`src/rtl/uart_pkg.sv`:
```
// Shared types and constants for the UART configuration receiver.
package uart_pkg;

    typedef enum logic [1:0] {
        IDLE  = 2'd0,
        START = 2'd1,
        DATA  = 2'd2,
        STOP  = 2'd3
    } uart_state_e;

    localparam int DATA_BITS  = 8;
    localparam int WORD_BYTES = 4;

    localparam logic [31:0] DESYNC_WORD = 32'h0010_0000;

endpackage

```
`src/rtl/sync_2ff.sv`:
```
// Two-flop synchronizer for a single asynchronous input bit.
module sync_2ff #(
    parameter logic RESET_VAL = 1'b1
) (
    input  logic clk,
    input  logic reset,
    input  logic d,
    output logic q
);

    logic [1:0] sync_r;

    // Shift the async input through two flops
    always_ff @(posedge clk) begin
        if (reset) begin
            sync_r <= {2{RESET_VAL}};
        end else begin
            sync_r <= {sync_r[0], d};
        end
    end

    assign q = sync_r[1];

endmodule

```
`src/rtl/uart_config_rx.sv`:
```
// 8N1 UART receiver with activity LED stretch; optional 32-bit word assembler
// enabled by defining UART_RX_WORD_EN.
module uart_config_rx
    import uart_pkg::*;
#(
    parameter int CLKS_PER_BIT    = 5,
    parameter int LED_HOLD_CYCLES = 1_000_000
) (
    input  logic        clk,
    input  logic        reset,
    input  logic        rx,
    output logic [7:0]  byte_data,
    output logic        byte_valid,
    output logic        framing_error,
    output logic        rx_led
`ifdef UART_RX_WORD_EN
    ,
    output logic [31:0] word_data,
    output logic        word_valid
`endif
);

    localparam int CNT_W = $clog2(CLKS_PER_BIT) + 1;
    localparam int LED_W = $clog2(LED_HOLD_CYCLES + 1);

    localparam logic [CNT_W-1:0] BIT_LAST  = CNT_W'(CLKS_PER_BIT - 1);
    localparam logic [CNT_W-1:0] HALF_LAST = CNT_W'(CLKS_PER_BIT / 2 - 1);
    localparam logic [2:0]       IDX_LAST  = 3'(DATA_BITS - 1);
    localparam logic [LED_W-1:0] LED_LOAD  = LED_W'(LED_HOLD_CYCLES);

    logic              rx_s;
    uart_state_e       state_r, state_nxt;
    logic [CNT_W-1:0]  cnt_r, cnt_nxt;
    logic [2:0]        bit_idx_r, bit_idx_nxt;
    logic [7:0]        shift_r, shift_nxt;
    logic              wait_high_r, wait_high_nxt;
    logic              byte_load_s;
    logic              frame_err_s;
    logic [LED_W-1:0]  led_cnt_r, led_cnt_nxt;
    logic [7:0]        byte_data_r;
    logic              byte_valid_r;
    logic              framing_error_r;
    logic              rx_led_r;

    sync_2ff #(
        .RESET_VAL (1'b1)
    ) u_sync (
        .clk   (clk),
        .reset (reset),
        .d     (rx),
        .q     (rx_s)
    );

    // Next-state and datapath decode for the receive FSM
    always_comb begin
        state_nxt     = state_r;
        cnt_nxt       = cnt_r;
        bit_idx_nxt   = bit_idx_r;
        shift_nxt     = shift_r;
        wait_high_nxt = wait_high_r;
        byte_load_s   = 1'b0;
        frame_err_s   = 1'b0;
        case (state_r)
            IDLE: begin
                // After a break the line must go high before a new start is accepted
                if (rx_s) begin
                    wait_high_nxt = 1'b0;
                end else begin
                    wait_high_nxt = wait_high_r;
                end
                if (!rx_s && !wait_high_r) begin
                    state_nxt = START;
                    cnt_nxt   = '0;
                end else begin
                    state_nxt = IDLE;
                end
            end
            START: begin
                if (cnt_r == HALF_LAST) begin
                    cnt_nxt     = '0;
                    bit_idx_nxt = 3'd0;
                    if (!rx_s) begin
                        state_nxt = DATA;
                    end else begin
                        state_nxt = IDLE;
                    end
                end else begin
                    cnt_nxt = cnt_r + CNT_W'(1);
                end
            end
            DATA: begin
                if (cnt_r == BIT_LAST) begin
                    cnt_nxt   = '0;
                    shift_nxt = {rx_s, shift_r[7:1]};
                    if (bit_idx_r == IDX_LAST) begin
                        state_nxt = STOP;
                    end else begin
                        bit_idx_nxt = bit_idx_r + 3'd1;
                    end
                end else begin
                    cnt_nxt = cnt_r + CNT_W'(1);
                end
            end
            STOP: begin
                if (cnt_r == BIT_LAST) begin
                    cnt_nxt   = '0;
                    state_nxt = IDLE;
                    if (rx_s) begin
                        byte_load_s = 1'b1;
                    end else begin
                        frame_err_s   = 1'b1;
                        wait_high_nxt = 1'b1;
                    end
                end else begin
                    cnt_nxt = cnt_r + CNT_W'(1);
                end
            end
            default: begin
                state_nxt = IDLE;
                cnt_nxt   = '0;
            end
        endcase
    end

    // LED hold counter: reload alongside byte_valid, count down to zero
    always_comb begin
        led_cnt_nxt = led_cnt_r;
        if (byte_load_s) begin
            led_cnt_nxt = LED_LOAD;
        end else if (led_cnt_r != '0) begin
            led_cnt_nxt = led_cnt_r - LED_W'(1);
        end else begin
            led_cnt_nxt = '0;
        end
    end

    // FSM state, datapath and registered outputs
    always_ff @(posedge clk) begin
        if (reset) begin
            state_r         <= IDLE;
            cnt_r           <= '0;
            bit_idx_r       <= 3'd0;
            shift_r         <= 8'd0;
            wait_high_r     <= 1'b0;
            led_cnt_r       <= '0;
            byte_data_r     <= 8'd0;
            byte_valid_r    <= 1'b0;
            framing_error_r <= 1'b0;
            rx_led_r        <= 1'b0;
        end else begin
            state_r         <= state_nxt;
            cnt_r           <= cnt_nxt;
            bit_idx_r       <= bit_idx_nxt;
            shift_r         <= shift_nxt;
            wait_high_r     <= wait_high_nxt;
            led_cnt_r       <= led_cnt_nxt;
            byte_valid_r    <= byte_load_s;
            framing_error_r <= frame_err_s;
            rx_led_r        <= (state_nxt != IDLE) || (led_cnt_nxt != '0);
            if (byte_load_s) begin
                byte_data_r <= shift_r;
            end else begin
                byte_data_r <= byte_data_r;
            end
        end
    end

    assign byte_data     = byte_data_r;
    assign byte_valid    = byte_valid_r;
    assign framing_error = framing_error_r;
    assign rx_led        = rx_led_r;

`ifdef UART_RX_WORD_EN
    logic [23:0] word_acc_r;
    logic [1:0]  byte_cnt_r;
    logic [31:0] word_data_r;
    logic        word_valid_r;

    // Pack bytes MSB-first; a framing error drops any partial word
    always_ff @(posedge clk) begin
        if (reset) begin
            word_acc_r   <= 24'd0;
            byte_cnt_r   <= 2'd0;
            word_data_r  <= 32'd0;
            word_valid_r <= 1'b0;
        end else begin
            word_valid_r <= 1'b0;
            if (framing_error_r) begin
                byte_cnt_r <= 2'd0;
                word_acc_r <= 24'd0;
            end else if (byte_valid_r) begin
                word_acc_r <= {word_acc_r[15:0], byte_data_r};
                if (byte_cnt_r == 2'(WORD_BYTES - 1)) begin
                    word_data_r  <= {word_acc_r, byte_data_r};
                    word_valid_r <= 1'b1;
                    byte_cnt_r   <= 2'd0;
                end else begin
                    byte_cnt_r <= byte_cnt_r + 2'd1;
                end
            end else begin
                byte_cnt_r <= byte_cnt_r;
            end
        end
    end

    assign word_data  = word_data_r;
    assign word_valid = word_valid_r;
`endif

endmodule
```
`config.mk`:
```
export PLATFORM = sky130hd
export DESIGN_NAME = uart_config_rx
export DESIGN_NICKNAME = d
export VERILOG_FILES = /design/src/rtl/uart_pkg.sv /design/src/rtl/sync_2ff.sv /design/src/rtl/uart_config_rx.sv
export SDC_FILE = /design/constraint.sdc
export NUM_CORES = 1
export LEC_CHECK = 0
export CORE_ASPECT_RATIO = 1.75
export CORE_MARGIN = 2
export CORE_UTILIZATION = 45
export CTS_CLUSTER_DIAMETER = 100
export DETAILED_ROUTE_END_ITERATION = 10
export HOLD_SLACK_MARGIN = 0.15
export PLACE_DENSITY_LB_ADDON = 0.15
export SLEW_MARGIN = 20
export SYNTH_ARGS = -nofsm -noshare
export SYNTH_HDL_FRONTEND = slang
export SYNTH_SLANG_ARGS = --single-unit
```
`constraint.sdc`:
```
create_clock -name clk -period 4.29 [get_ports clk]
set_clock_uncertainty 0.1 [all_clocks]
set_input_delay 0.858 -clock clk [delete_from_list [all_inputs] [get_ports clk]]
set_output_delay 0.858 -clock clk [all_outputs]
set_load 0.01 [all_outputs]
```
==> flow_metrics.env <==
export IMPL_cts_clk_slew_worst_paths_ns=0.09
export IMPL_synth_top_area_frac=0.453
export IMPL_seq_area_frac_synth=0.453
export IMPL_grt_pass1_wl_um=7730
export IMPL_grt_overflow_total=0
export IMPL_slew_headroom=0.462
export IMPL_antenna_found_initial=0
export IMPL_drcViolationCount=0
export IMPL_core_area_mm2=0.00489
export IMPL_clockBufferDepth=2
export IMPL_powerDensity_mw_per_mm2=639
export IMPL_io_pins=14
export IMPL_power_internal_uw=1010
export IMPL_dieArea_mm2=0.00562
export IMPL_final_cell_mix="51 x dfxtp_1, 45 x nand2_1, 31 x nor2_1, 28 x a21oi_1, 13 x clkdlybuf4s50_1"
export IMPL_worst_slew_pin_slew_ns=0.801
export IMPL_clock_root_buffer="clkbuf_8"
export IMPL_dpl_hpwl_um=3230
export IMPL_hold_viol=0
export IMPL_wire_per_inst_um=13.7
export IMPL_io_buffers=13
export IMPL_vias_per_cell=5.54
export IMPL_power_switching_uw=609
export IMPL_fin_area_mm2=0.00253
export IMPL_initial_core_util=0.461
export IMPL_critPathKind="reg2reg"
export IMPL_vias=1845
export IMPL_ys_ff_latch=51
export IMPL_num_rows=34
export IMPL_die_h_um=97.7
export IMPL_drv_cap=0
export IMPL_cts_tree="done"
export IMPL_swShare=0.376
export IMPL_synth_nets=276
export IMPL_finalPower_uw=1620
export IMPL_startpoint_type="flop"
export IMPL_status="finished, final reports clean"
export IMPL_arrival_ns=2.59
export IMPL_period_share=0.584
export IMPL_synth_area_mm2=0.00226
export IMPL_max_freq_mhz=399
export IMPL_totalWireLength_um=4560
export IMPL_ant_nets=0
export IMPL_worst_path_max_fanout=12
export IMPL_die_x_um=57.5
export IMPL_gp_congestion=0.871
export IMPL_fin_hold_ws_ns=0.323
export IMPL_final_common_cell="dfxtp_1"
export IMPL_syn_inst=267
export IMPL_period_needed_ns=2.50
export IMPL_worstHoldPathType="reg2reg"
export IMPL_ir_drop_uv=441
export IMPL_drive_gt1_frac=0.0789
export IMPL_diodes=0
export IMPL_fin_tns_setup_ns=0
export IMPL_rsz0062_at_grt="false"
export IMPL_p_clk_frac=0.205
export IMPL_cts_htree_levels=2
export IMPL_endpoint_kind="flop"
export IMPL_synth_enable_flop_cells=0
export IMPL_avgSynthCellArea_um2=8.45
export IMPL_async_flop_share=0
export IMPL_p_leak_uw=0.000932
export IMPL_synth_cell_types=47
export IMPL_synth_area_leaders="dfxtp_1 45%, nand2_1 7.5%, a21oi_1 6.2%"
export IMPL_postCtsHoldBufs=0
export IMPL_fin_nets=287
export IMPL_synth_largest_area_cell="dfxtp_1"
export IMPL_power_frac_comb=0.393
export IMPL_dr_pass1_iters=4
export IMPL_area_delta_synth_final_pct=12.4
export IMPL_seq_power_share=0.402
export IMPL_insertion_delay_ns=0.31
export IMPL_final_util=0.518
export IMPL_ys_warnings_count=0
export IMPL_finalSetupViolations=0
export IMPL_track_usage=0.172
export IMPL_cts_resized=0
export IMPL_post_dp_cell_area_mm2=0.00242
export IMPL_cts_made_buffers=5
export IMPL_grt_pass1_vias=1684
export IMPL_synth_top_flop_cell="dfxtp_1"
export IMPL_critPathRequiredTime_ns=4.37
export IMPL_cts_setup_buffers=0
export IMPL_drt_iter0_drc=48
export IMPL_cts_sinks=51
export IMPL_slew_violations=0
export IMPL_grt_start_max_net_pins=40
[flip-flops by register name, indices dropped and copies added (netlist names)]
register / count
bit_idx_r: 3
byte_data: 8
byte_valid: 1
cnt_r: 4
framing_error: 1
led_cnt_r: 20
rx_led: 1
shift_r: 8
state_r: 2
u_sync.sync_r: 2
wait_high_r: 1
[kinds of logic after synthesis]
logic type	Yosys count	share of synthesized area
xor gates and xnor gates	16	0.0621
muxes	2	0.00943
buffers and inverters	16	0.0272
and+or+nand+nor	130	0.295
DFF	51	0.453
AOI/OAI and AO/OA	46	0.121
adders and majority gates	6	0.0333
[layer usage]
layer	track usage	vias up	share of wire
met1	0.199	856	0.42
met3	0.0320	11	0.025
met2	0.296	32	0.53
met5	0	-	0
li1	-	946	-
met4	0.0805	0	0.030
[power by group through the flow]
stage / Sequential (µW) / Combinational, µW / Clock [µW]
4_1_cts: 648 / 640 / 344
3_5_place_dp: 659 / 635 / 0
6_report: 651 / 636 / 332
5_1_grt: 661 / 712 / 360
3_3_place_gp: 658 / 632 / 0
2_1_floorplan: 633 / 527 / 0
[cells in the mapped netlist, drive strengths merged, types with 2 or more instances]
master,count
nor4b,2
nand3,4
or2,3
xnor2,9
inv,6
and3,2
nand4b,2
nand2b,2
o211ai,2
clkbuf,9
nor3,10
a21oi,29
dfxtp,51
ha,6
nor2,31
o21a,2
o21ai,5
or3,3
nand2,46
or4,4
xor2,7
nor4,10
nand4,3
nor3b,2
[stage by stage]
| stage | worst slack, ns | cells |
|---|---|---|
| global route | 1.57 | 333 |
| global placement | 1.68 | 325 |
| detailed placement | 1.67 | 325 |
| finish | 1.79 | 333 |
| floorplan | 2.00 | 267 |
| CTS | 1.77 | 333 |
[final timing paths]
kind / from / to / slack, ns / cells past startpoint
min: u_sync.sync_r[0] / u_sync.sync_r[1] / 0.32 / 1
max: led_cnt_r[0] / rx_led / 1.79 / 8
min reg2reg: u_sync.sync_r[0] / u_sync.sync_r[1] / 0.32 / 1
max reg2reg: led_cnt_r[0] / rx_led / 1.79 / 8
[critical path, cell delays in order, from the launching register on]
cell and delay [ns]:
dfxtp_1 0.35, inv_1 0.07, ha_1 0.22, or3b_2 0.54
nor4_4 0.40, a21oi_1 0.15, nand2_1 0.34, a21o_1 0.14
o221ai_2 0.07
[cell type report]
cell class,instances,area (µm²)
Multi-Input combinational cell,200,1170
Clock buffer,5,68.8
Inverter,6,22.5
Sequential cell,51,1020
Tap cell,54,67.6
Timing Repair Buffer,14,138
Fill cell,475,2360
Clock inverter,3,43.8
Note: power is estimated with default switching activity, not from simulation.
